--- src/rtl/inst_mem_loader.sv ---
// Instruction RAM loader: packs a byte stream into 32-bit words
// and writes them from address 0 while holding the CPU.
module inst_mem_loader #(
    parameter int DEPTH      = 64,
    parameter bit BIG_ENDIAN = 1'b1
) (
    input  logic        clk,
    input  logic        reset,
    input  logic        start,
    input  logic [6:0]  num_words,
    input  logic        byte_valid,
    input  logic [7:0]  byte_data,
    output logic        byte_ready,
    output logic        mem_we,
    output logic [31:0] mem_addr,
    output logic [31:0] mem_wdata,
    output logic        busy,
    output logic        done,
    output logic        error,
    output logic        cpu_hold
);

    typedef enum logic [1:0] {
        IDLE,
        LOAD,
        WRITE,
        FINISH
    } state_t;

    localparam logic [31:0] DEPTH_U = 32'(DEPTH);

    state_t      state;
    state_t      state_nxt;
    logic [6:0]  word_idx;
    logic [6:0]  num_lat;
    logic [1:0]  byte_cnt;
    logic [31:0] word;
    logic        start_ok;
    logic        byte_acc;
    logic        last_word;

    assign start_ok  = start && (num_words != 7'd0)
                     && (32'(num_words) <= DEPTH_U);
    assign byte_acc  = (state == LOAD) && byte_valid;
    assign last_word = (7'(word_idx + 7'd1) == num_lat);

    always_ff @(posedge clk or posedge reset) begin
        if (reset) begin
            state <= IDLE;
        end else begin
            state <= state_nxt;
        end
    end

    always_comb begin
        state_nxt = state;
        unique case (state)
            IDLE:    if (start_ok) state_nxt = LOAD;
            LOAD:    if (byte_acc && byte_cnt == 2'd3) state_nxt = WRITE;
            WRITE:   state_nxt = last_word ? FINISH : LOAD;
            FINISH:  state_nxt = IDLE;
            default: state_nxt = IDLE;
        endcase
    end

    always_comb begin
        byte_ready = 1'b0;
        mem_we     = 1'b0;
        busy       = 1'b0;
        unique case (state)
            LOAD: begin
                byte_ready = 1'b1;
                busy       = 1'b1;
            end
            WRITE: begin
                mem_we = 1'b1;
                busy   = 1'b1;
            end
            default: ;
        endcase
    end

    assign mem_addr  = {23'd0, word_idx, 2'b00};
    assign mem_wdata = word;
    assign cpu_hold  = ~done;

    // Shifting places the first byte of a word in its final lane after four bytes
    always_ff @(posedge clk or posedge reset) begin
        if (reset) begin
            word_idx <= '0;
            num_lat  <= '0;
            byte_cnt <= '0;
            word     <= '0;
            done     <= 1'b0;
            error    <= 1'b0;
        end else begin
            unique case (state)
                IDLE: begin
                    if (start_ok) begin
                        word_idx <= '0;
                        byte_cnt <= '0;
                        num_lat  <= num_words;
                        done     <= 1'b0;
                        error    <= 1'b0;
                    end else if (start) begin
                        done  <= 1'b0;
                        error <= 1'b1;
                    end
                end
                LOAD: begin
                    if (byte_acc) begin
                        byte_cnt <= byte_cnt + 2'd1;
                        word     <= BIG_ENDIAN ? {word[23:0], byte_data}
                                               : {byte_data, word[31:8]};
                    end
                end
                WRITE:  word_idx <= word_idx + 7'd1;
                FINISH: done <= 1'b1;
                default: ;
            endcase
        end
    end

endmodule

--- config.mk ---
export PLATFORM = sky130hd
export DESIGN_NAME = inst_mem_loader
export DESIGN_NICKNAME = d
export VERILOG_FILES = /design/src/rtl/inst_mem_loader.sv
export SDC_FILE = /design/constraint.sdc
export NUM_CORES = 1
export LEC_CHECK = 0
export ABC_CLOCK_PERIOD_IN_PS = 3900
export BUFFER_PORTS_ARGS = -buffer_cell sky130_fd_sc_hd__buf_2
export CORE_MARGIN = 2
export CORE_UTILIZATION = 50
export CTS_BUF_LIST = sky130_fd_sc_hd__clkbuf_8
export DETAILED_ROUTE_END_ITERATION = 6
export GPL_TIMING_DRIVEN = 0
export PLACE_DENSITY = 0.8
export SETUP_SLACK_MARGIN = 0.4
export SLEW_MARGIN = 25
export SYNTH_ARGS = -nofsm -noshare
export SYNTH_HDL_FRONTEND = slang
export SYNTH_SLANG_ARGS = --single-unit
--- constraint.sdc ---
create_clock -name clk -period 3.9 [get_ports clk]
set_input_delay 0.78 -clock clk [delete_from_list [all_inputs] [get_ports clk]]
set_output_delay 0.78 -clock clk [all_outputs]
set_load 0.01 [all_outputs]
# Word level (Yosys, flattened, before mapping)
# Cells that the tools add are included.
[word_totals]
register_bits = 52
input_bits = 19
out_inout_bits = 70
wordCells = 55
[classes]
n_addsub = 2
order_cmp = 1
eq_ne = 9
mux = 17
n_bitwise = 1
reduce_logical = 18
[ops]
columns = ["cell", "n"]
rows = [
  ["7-bit one-hot mux with 2 select lines", 1],
  ["2-bit AND reduction", 6],
  ["2-bit two-way mux", 5],
  ["2-bit one-hot mux with 4 select lines", 1],
  ["2-bit nonzero test", 4],
  ["7-bit by 1-bit adder with 7-bit output, second input constant", 1],
  ["7-bit == test", 1],
  ["7-bit less-or-equal comparator, second input constant", 1],
  ["1-bit two-way mux", 7],
  ["7-bit two-way mux", 1],
  ["7-bit nonzero test", 1],
  ["2-bit == test, second input constant", 3],
  ["1-bit logical AND", 4],
  ["2-bit inequality test, second input constant", 2],
  ["2-bit one-hot mux with 2 select lines", 1],
  ["3-bit inequality test, second input constant", 1],
  ["3-bit AND reduction", 1],
  ["2-bit by 1-bit adder with 2-bit output, second input constant", 1],
  ["2-bit by 1-bit == test with 1-bit output, second input constant", 1],
  ["2-bit zero test", 1],
  ["2-bit by 1-bit inequality test with 1-bit output, second input constant", 1],
  ["1-bit one-hot mux with 2 select lines", 1],
  ["2-bit OR reduction", 1],
  ["1-bit inverter", 1],
]

# Longest topological paths before layout
# Gate-level depths: netlist of the first run.
[logic_depth]
depth_word = 5
ltp_mapped = 8

# Least setup slack after synthesis of the first run
# No wires, ideal clock.
[synth_timing]
path_kind = "input to register"
startpoint = "in num_words[1]"
endpoint = "reg word_idx[3]"
setup_time_ns = 0.083
arrival_time_ns = 2.010
t_required_ns = 3.817
path_slack_ns = 1.808
path_stages = 5
path_cell_list = "nor4_4 mux2i_1 o21ai_2 or3_1 o21ai_0"
[synth_via]
elab_chain_len = 5
elab_cells_between_ends = 6
classes_between = "order compare: 1; eq/ne: 1; reduce/logical: 4"
[synth_rtl]
columns = ["item", "line", "text"]
rows = [
  ["start, declared", "10", "input logic [6:0] num_words,"],
  ["branches (longest 2 deep; another with 7-bit less-or-equal comparator)", "n/a", ""],
  ["1-bit logical AND *", "43", "&& (32'(num_words) <= DEPTH_U);"],
  ["2-bit inequality test (no line) *", "n/a", ""],
  ["2-bit AND reduction (no line) *", "n/a", ""],
  ["end signal, assigned", "117", "WRITE: word_idx <= word_idx + 7'd1;"],
  ["end, declared", "34", "logic [6:0] word_idx;"],
]
# Every way passes the cells marked *.
# A chain may end at the register's enable or synchronous reset.

# Worst setup path after layout of the first run
[layout_timing]
startpoint = "reg state[1]"
endpoint = "out busy"
[layout_via]
elab_chain_len = 3
elab_cells_between_ends = 4
classes_between = "eq/ne: 2; mux: 1; reduce/logical: 1"
[layout_rtl]
columns = ["item", "line", "text"]
rows = [
  ["start, declared", "32", "state_t state;"],
  ["start signal, assigned", "51", "state <= state_nxt;"],
  ["2-bit by 1-bit == test with 1-bit output / 2-bit == test (equally long branches)", "70", "unique case (state)"],
  ["2-bit OR reduction (no line) *", "n/a", ""],
  ["1-bit two-way mux *", "70", ""],
  ["end, declared", "17", "output logic busy,"],
]
# Every way passes the cells marked *; elsewhere a longest branch is shown, timed or not.

==> results of run 1 <==
power groups by stage:
stage          clock [mW]  combinational, mW  sequential (mW)
3_5_place_dp            0               1.03            0.977
2_1_floorplan           0              0.605             1.04
3_3_place_gp            0              0.997            0.959
4_1_cts             0.311               1.03            0.966
5_1_grt             0.331               1.12             1.01
6_report            0.301               1.02            0.964
cells in the mapped netlist:
master | count | area (um^2)
or3_1 | 1 | 6.26
xnor2_1 | 8 | 70.1
nand2b_1 | 2 | 12.5
nand4bb_1 | 1 | 11.3
dfrtp_1 | 52 | 1300
nand2_1 | 17 | 63.8
buf_2 | 1 | 5.00
o311ai_0 | 1 | 8.76
nand4_1 | 1 | 6.26
nand3_1 | 6 | 30.0
o31ai_1 | 3 | 22.5
mux2i_1 | 2 | 20.0
or2_2 | 1 | 6.26
mux2_2 | 37 | 417
buf_1 | 2 | 7.51
inv_1 | 8 | 30.0
o21a_1 | 1 | 7.51
o211ai_1 | 1 | 7.51
nor4_4 | 1 | 21.3
o21ai_2 | 2 | 17.5
buf_4 | 25 | 188
buf_6 | 2 | 22.5
a21oi_1 | 2 | 10.0
o21ai_0 | 14 | 70.1
clkbuf_1 | 1 | 3.75
conb_1 | 1 | 3.75
nor2_1 | 7 | 26.3
and2_1 | 4 | 25.0
and3_1 | 2 | 12.5
ha_1 | 7 | 87.6
o21ai_1 | 2 | 10.0
a31oi_1 | 1 | 6.26
and3b_2 | 1 | 10.0
xor2_1 | 2 | 17.5
a22oi_1 | 1 | 7.51
nor2b_1 | 3 | 18.8
a211oi_2 | 1 | 12.5
flip-flops by register name (all words and copies together) (netlist names):
register   count
mem_wdata     32
error          1
state          2
done           1
word_idx       7
num_lat        7
byte_cnt       2
worst reg2reg max path: cells and delay by family, from the launching register on:
kind                     cells  cell delay, ns
flip-flops                   1            0.47
adder cells (fa/ha/maj)      1            0.26
buffers and inverters        2            0.60
AND/OR/NAND/NOR              1            0.22
multiplexers                 1            0.40
through the flow:
step	utilization (%)	area [um^2]
after floorplan	-	2690
after global placement	61.0	3100
after detailed placement	61.1	3100
after CTS	62.8	3190
after global routing	62.8	3190
final	62.8	3190
logic make-up after synthesis:
logic type,Yosys count
flops,52
simple gates,47
mux,39
buf+inv,39
compound gates,29
xor+xnor,10
fa+ha+maj,7
other cells,1
final timing paths:
| kind | start | to | slack (ns) | cells after the start |
|---|---|---|---|---|
| min reg2reg | error$_DFFE_PP0P_ | error$_DFFE_PP0P_ | 0.50 | 1 |
| min in group asynchronous | reset | mem_wdata[22]$_DFFE_PP0P_ | 0.55 | 2 |
| max reg2reg | state[1]$_DFFE_PP0P_ | mem_wdata[7]$_DFFE_PP0P_ | 1.85 | 5 |
| max in group asynchronous | reset | state[1]$_DFFE_PP0P_ | 2.93 | 2 |
| max | state[1]$_DFFE_PP0P_ | busy | 1.81 | 3 |
| min | error$_DFFE_PP0P_ | error$_DFFE_PP0P_ | 0.50 | 1 |
per-layer routing:
metal / share of wire [%] / GRT usage (%) / up-vias / wire length, um
met5: 0 / 0 / - / 0
met4: 1.7 / 6.55 / 0 / 80
met3: 5.0 / 3.20 / 6 / 240
met2: 49 / 28.7 / 56 / 2340
met1: 44 / 22.7 / 851 / 2120
li1: - / - / 902 / -
cell type report:
type	instances	share of cell area, %
Clock inverter	3	0.628
Sequential cell	52	40.8
Tap cell	70	2.75
Multi-Input combinational cell	157	35.6
Buffer	31	7.10
Timing Repair Buffer	63	9.89
Inverter	8	1.02
Clock buffer	5	2.16
==> summary.txt, run 1 <==
Sequential share of the synthesized area = 50.0%
Number of nets in the layout = 344
Iteration-0 DRC Markers = 80
Register Area = 1300 um^2
CP peak stage delay = 0.47 ns
Vias = 1,815
Fin cells = 389
Worst hold path class = reg -> reg
Placer Congestion = 0.775
Setup-failing EPs final = 0
CP Cell Sequence = inv_1 -> ha_1 -> buf_2
Post-synthesis register bit count = 52
Cells after synthesis = 224
Critical path launch point type = flop
Die Wd = 76.2 um
Overall Power = 2.28 mW
Clock network power share = 13.2%
Vias per Instance = 4.67
Complex-gate fraction of the synthesized area = 6.92%
Slew @ Worst Pin = 0.623 ns
Simple-gate share of the synthesized area = 9.61%
Avg WL per Cell = 12.3 um
FMAX = 0.478 GHz
First-pass GRT wire length = 8000 um
Reg clk slew, reported paths = 0.09 ns
Yosys warns = 0
Reg power frac = 42.3%
Outcome = finished clean
Fillcell total = 453
TNS Setup = 0 ns
Synth Cell Area = 2600 um^2
P&R area growth vs syn = 22.4%
Fraction of the mapped netlist area in adder cells = 3.36%
Unrepaired setup endpoints after global routing = false
CTS sink count = 52
Sw Share = 37.3%
Final-report hold violation count = 0
H-Tree Depth = 2
Chip height = 76.2 um
Worst path required time = 3.12 ns
Cts repair resizes = 0
# diodes = 0
Internal = 1.43 mW
Mean Syn Cell Area = 11.6 um^2
Largest family of logic cells by synthesized area = multiplexers
GRT Overall Usage = 17.3%
Setup WS post-layout = 1.81 ns
Family with the most delay on the worst path = flip-flops
Cell count after placement = 381
Setup CP Type = reg -> out
Clk buf depth = 2
Post-Place Setup Slack = 1.49 ns
Most common cell after layout, fill and taps aside = buf_2
Fin crit share = 53.7%
Ports = 89
CP endpoint kind = primary output
Net Switching = 0.850 mW
Combinational power share = 44.5%
Detailed Route WL = 4780 um
Setup Fix Bufs, Post-CTS = 0
Root cell of the clock tree = clkbuf_8
Core ar. = 5070 um^2
Die ar. = 5800 um^2
Slew Limit Fails = 0
Largest net degree at the start of global routing = 53
Commonest non-fill, non-tap cells in the layout = buf_2, dfrtp_1, mux2_2, buf_4, conb_1
Max-cap viol count = 0
Initial antenna violation count = 0
Hold buffers post-CTS = 0
Period minus WS final = 2.09 ns
Yosys cell types = 37
CTS Buf Count = 5
Max VDD drop = 0.373 mV
DR DRC count = 0
CTS tree = yes
Grt total ovfl = 0
Clock Latency Late Sink = 0.30 ns
Synth Area in XOR/XNOR = 3.36%
Max FO, Critical Path = 6
Worst Skew = 0.00885 ns
Final ANT Viol Nets = 0
Multi-input logic area = 1140 um^2
Layout cell share with drive strength beyond 1 = 44.5%
Site Rows = 26
CP Data Arrival Time = 1.31 ns
Final Hold Slack = 0.495 ns
Relative slew margins = 58.5%
1st-pass router iterations = 4
Initial core utilization = 51.3%
Slowest CP cell = dfrtp_1
Pleak = 1.60 nW
Vias in the first global route = 1,689
Buffers & Inverters on Critical Path = 2
Hpwl dp = 3580 um
Cell area power density = 716 nW/um^2
Multiplexer share of the synthesized area = 16.8%
PortBufs = 63
(Power assumes the default switching activity.)
==> inputs of run 2 (changes only) <==
--- a/config.mk
+++ b/config.mk
@@ -5,14 +5,15 @@
 export SDC_FILE = /design/constraint.sdc
 export NUM_CORES = 1
 export LEC_CHECK = 0
-export ABC_CLOCK_PERIOD_IN_PS = 3900
+export ABC_AREA = 1
+export ABC_CLOCK_PERIOD_IN_PS = 1700
 export BUFFER_PORTS_ARGS = -buffer_cell sky130_fd_sc_hd__buf_2
 export CORE_MARGIN = 2
-export CORE_UTILIZATION = 50
+export CORE_UTILIZATION = 47
 export CTS_BUF_LIST = sky130_fd_sc_hd__clkbuf_8
 export DETAILED_ROUTE_END_ITERATION = 6
 export GPL_TIMING_DRIVEN = 0
-export PLACE_DENSITY = 0.8
+export PLACE_DENSITY = 0.78
 export SETUP_SLACK_MARGIN = 0.4
 export SLEW_MARGIN = 25
 export SYNTH_ARGS = -nofsm -noshare
==> constraint.sdc (replaced) <==
create_clock -name clk -period 1.7 [get_ports clk]
set_input_delay 0.34 -clock clk [delete_from_list [all_inputs] [get_ports clk]]
set_output_delay 0.34 -clock clk [all_outputs]
set_load 0.01 [all_outputs]
==> summary.txt, run 2 <==
Outcome = finished clean
Ys async rst share = 100% (unchanged)
Chip height = 78.7 um (+3.4%)
Relative slew margins = 65.7% (+7.2 points)
# diodes = 0 (unchanged)
First-pass GRT wire length = 10,000 um (+25%)
Final-report hold violation count = 0 (unchanged)
GRT Overall Usage = 20.2% (+2.9 points)
Commonest non-fill, non-tap cells in the layout = nand2_1, buf_2, dfrtp_1, inv_1, buf_4
Grt total ovfl = 0 (unchanged)
Final ANT Viol Nets = 0 (unchanged)
Fin area = 3910 um^2 (+23%)
Initial antenna violation count = 0 (unchanged)
Layout cell share with drive strength beyond 1 = 45.9% (+1.4 points)
Clock Latency Late Sink = 0.30 ns (about the same)
Synth top area share = 49.6% (-0.38 points)
Number of nets in the layout = 467 (+36%)
Iteration-0 DRC Markers = 82 (+2.5%)
Sequential share of the synthesized area = 49.6% (-0.38 points)
DR DRC count = 0 (unchanged)
Vias = 2,388 (+32%)
Yosys warns = 0 (unchanged)
Area post-placement = 3170 um^2 (+2.3%)
Reg2reg setup slack = 0.22 ns (-1.63 ns)
Fin crit share = 88.9%
Slew @ Worst Pin = 0.513 ns (-0.110 ns)
Site Rows = 27 (+3.8%)
CP Cell Sequence = inv_2 -> ha_4 -> buf_6
Most instantiated library cell after synthesis = nand2_1
Top post-synthesis cells by count = nand2_1, dfrtp_1, inv_1, o21ai_0, buf_4
FMAX = 0.662 GHz
Hold buffers post-CTS = 0 (unchanged)
Most common cell after layout, fill and taps aside = nand2_1
Largest register FFs = 32 (unchanged)
Slew Limit Fails = 0 (unchanged)
Cell area power density = 1610 nW/um^2 (+120%)
Crit path to = busy
Max FO, Critical Path = 4 (-2)
Slowest CP cell = dfrtp_1
Post-synthesis register bit count = 52 (unchanged)
Synth Cell Area = 2620 um^2 (+0.77%)
Die ar. = 6200 um^2 (+6.8%)
Reg2reg path depth = 11 (+6)
Critical path startpoint = state[1]$_DFFE_PP0P_
Reg-to-Reg Start = state[0]$_DFFE_PP0P_
Avg WL per Cell = 12.8 um (+4.0%)
Yosys cell types = 22 (-41%)
Initial core utilization = 48.2% (-3.1 points)
Ports = 89 (unchanged)
Mean Syn Cell Area = 8.05 um^2 (-31%)
Worst Skew = 0.00810 ns (-0.000751 ns)
Net Switching = 2.64 mW (+210%)
Root cell of the clock tree = clkbuf_8
Core ar. = 5440 um^2 (+7.2%)
H-Tree Depth = 2 (unchanged)
Placer Congestion = 0.811 (+4.7%)
RR Endpoint = state[1]$_DFFE_PP0P_
Hpwl dp = 4300 um (+20%)
Clock network power share = 11.6% (-1.6 points)
Max VDD drop = 0.941 mV (+150%)
Critical path launch point type = flop
Reg clk slew, reported paths = 0.10 ns (about the same)
CTS tree = yes
CTS Buf Count = 5 (unchanged)
Largest net degree at the start of global routing = 34 (-36%)
Fillcell total = 430 (-5.1%)
Die Wd = 78.7 um (+3.4%)
CP endpoint kind = primary output
Period minus WS final = 1.51 ns
Cells after synthesis = 326 (+46%)
CP peak stage delay = 0.41 ns (-0.06 ns)
Pleak = 2.07 nW (+29%)
Post-synth EDFFs = 0 (unchanged)
Vias per Instance = 4.65 (-0.43%)
Detailed Route WL = 6570 um (+37%)
Post-synth top area cell = dfrtp_1
Clk buf depth = 2 (unchanged)
Vias in the first global route = 2,233 (+32%)
Worst path required time = 1.36 ns (-1.76 ns)
Setup CP Type = reg -> out
1st-pass router iterations = 4 (unchanged)
Max-cap viol count = 0 (unchanged)
Worst hold path class = in -> async
CP Data Arrival Time = 1.17 ns (-0.14 ns)
Setup-failing EPs final = 0 (unchanged)
Overall Power = 6.28 mW (+180%)
Sw Share = 42.0% (+4.7 points)
Reg power frac = 34.6% (-7.7 points)
Main area contributors after synthesis = dfrtp_1, nand2_1, buf_4
Primary FF master, synth = dfrtp_1
PortBufs = 63 (unchanged)
Unrepaired setup endpoints after global routing = true
P&R area growth vs syn = 48.9%
CTS sink count = 52 (unchanged)
Combinational power share = 53.9% (+9.4 points)
Internal = 3.65 mW (+150%)
-- run 2: cell count changes in the layout (fill, tap and decap cells not counted), moves of 11 or more --
cell	change
inv_1	+26
mux2_2	-37
nand2_1	+60
nand2_2	+27
o21ai_0	-11
o21ai_1	+22
o21ai_2	+15
-- run 2: metal layers --
metal	track usage, %	up-vias	share of wire [%]
met2	36.5	81	53
met4	4.21	0	1.8
li1	-	1188	-
met3	4.32	12	6.2
met1	24.9	1107	39
met5	0	-	0
-- run 2: what timing repair did --
action,in CTS,in global routing
setup endpoints to repair,56,58
pin swaps,5,7
gates resized for setup,35,111
setup buffers,10,3
cloned,0,7
-- run 2: stage by stage --
step | hold WS, ns | cells | setup slack (ns) | TNS [ns] | util, %
3_5_place_dp | 0.402 | 486 | -0.00416 | -0.00454 | 58.3
2_1_floorplan | 0.395 | 350 | 0.256 | 0 | -
4_1_cts | 0.0747 | 504 | 0.187 | 0 | 63.5
5_1_grt | 0.0779 | 514 | 0.116 | 0 | 71.8
3_3_place_gp | 0.459 | 485 | 0.0449 | 0 | 57.9
6_report | 0.0658 | 514 | 0.188 | 0 | 71.8
-- run 2: cell type report --
cell class	count	area, um^2	area share, %
sequential	52	1310	33.4
tap	72	90.1	2.31
clock inverter	3	21.3	0.544
timing repair buffer	82	597	15.3
buffer	32	304	7.78
multi-input combinational	226	1340	34.3
timing repair inverter	1	8.76	0.224
clock buffer	5	68.8	1.76
inverter	41	173	4.42
-- run 2: power groups by stage --
| stage | clock network (mW) | registers [mW] | logic (mW) |
|---|---|---|---|
| floorplan | 0 | 2.28 | 1.20 |
| global placement | 0 | 2.12 | 2.09 |
| detailed placement | 0 | 2.13 | 2.18 |
| CTS | 0.738 | 2.10 | 2.64 |
| global route | 0.797 | 2.25 | 3.71 |
| finish | 0.728 | 2.17 | 3.38 |
-- run 2: logic make-up after synthesis --
logic type | Yosys count | synth area share, %
AOI/OAI and AO/OA | 47 | 9.44
DFF | 52 | 49.6
and+or+nand+nor | 146 | 23.3
adders and majority gates | 7 | 3.34
other | 1 | 0.143
buffers and inverters | 73 | 14.2
-- run 2: how the worst min path moves through the flow --
| stage | from | endpoint | slack (ns) | cells after the start |
|---|---|---|---|---|
| 2_1_floorplan | reset | byte_cnt[0]$_DFFE_PP0P_ | 0.40 | 1 |
| 3_3_place_gp | byte_cnt[1]$_DFFE_PP0P_ | byte_cnt[1]$_DFFE_PP0P_ | 0.46 | 2 |
| 3_5_place_dp | reset | num_lat[0]$_DFFE_PP0P_ | 0.40 | 2 |
| 4_1_cts | reset | word_idx[6]$_DFFE_PP0P_ | 0.07 | 2 |
| 5_1_grt | reset | byte_cnt[1]$_DFFE_PP0P_ | 0.08 | 2 |
| 6_report | reset | num_lat[2]$_DFFE_PP0P_ | 0.07 | 2 |
-- run 2: critical path, delay by kind of cell (launching register included) --
kind | cells | cell delay [ns]
adders and majority gates | 1 | 0.22
buffers and inverters | 2 | 0.24
DFF | 1 | 0.41
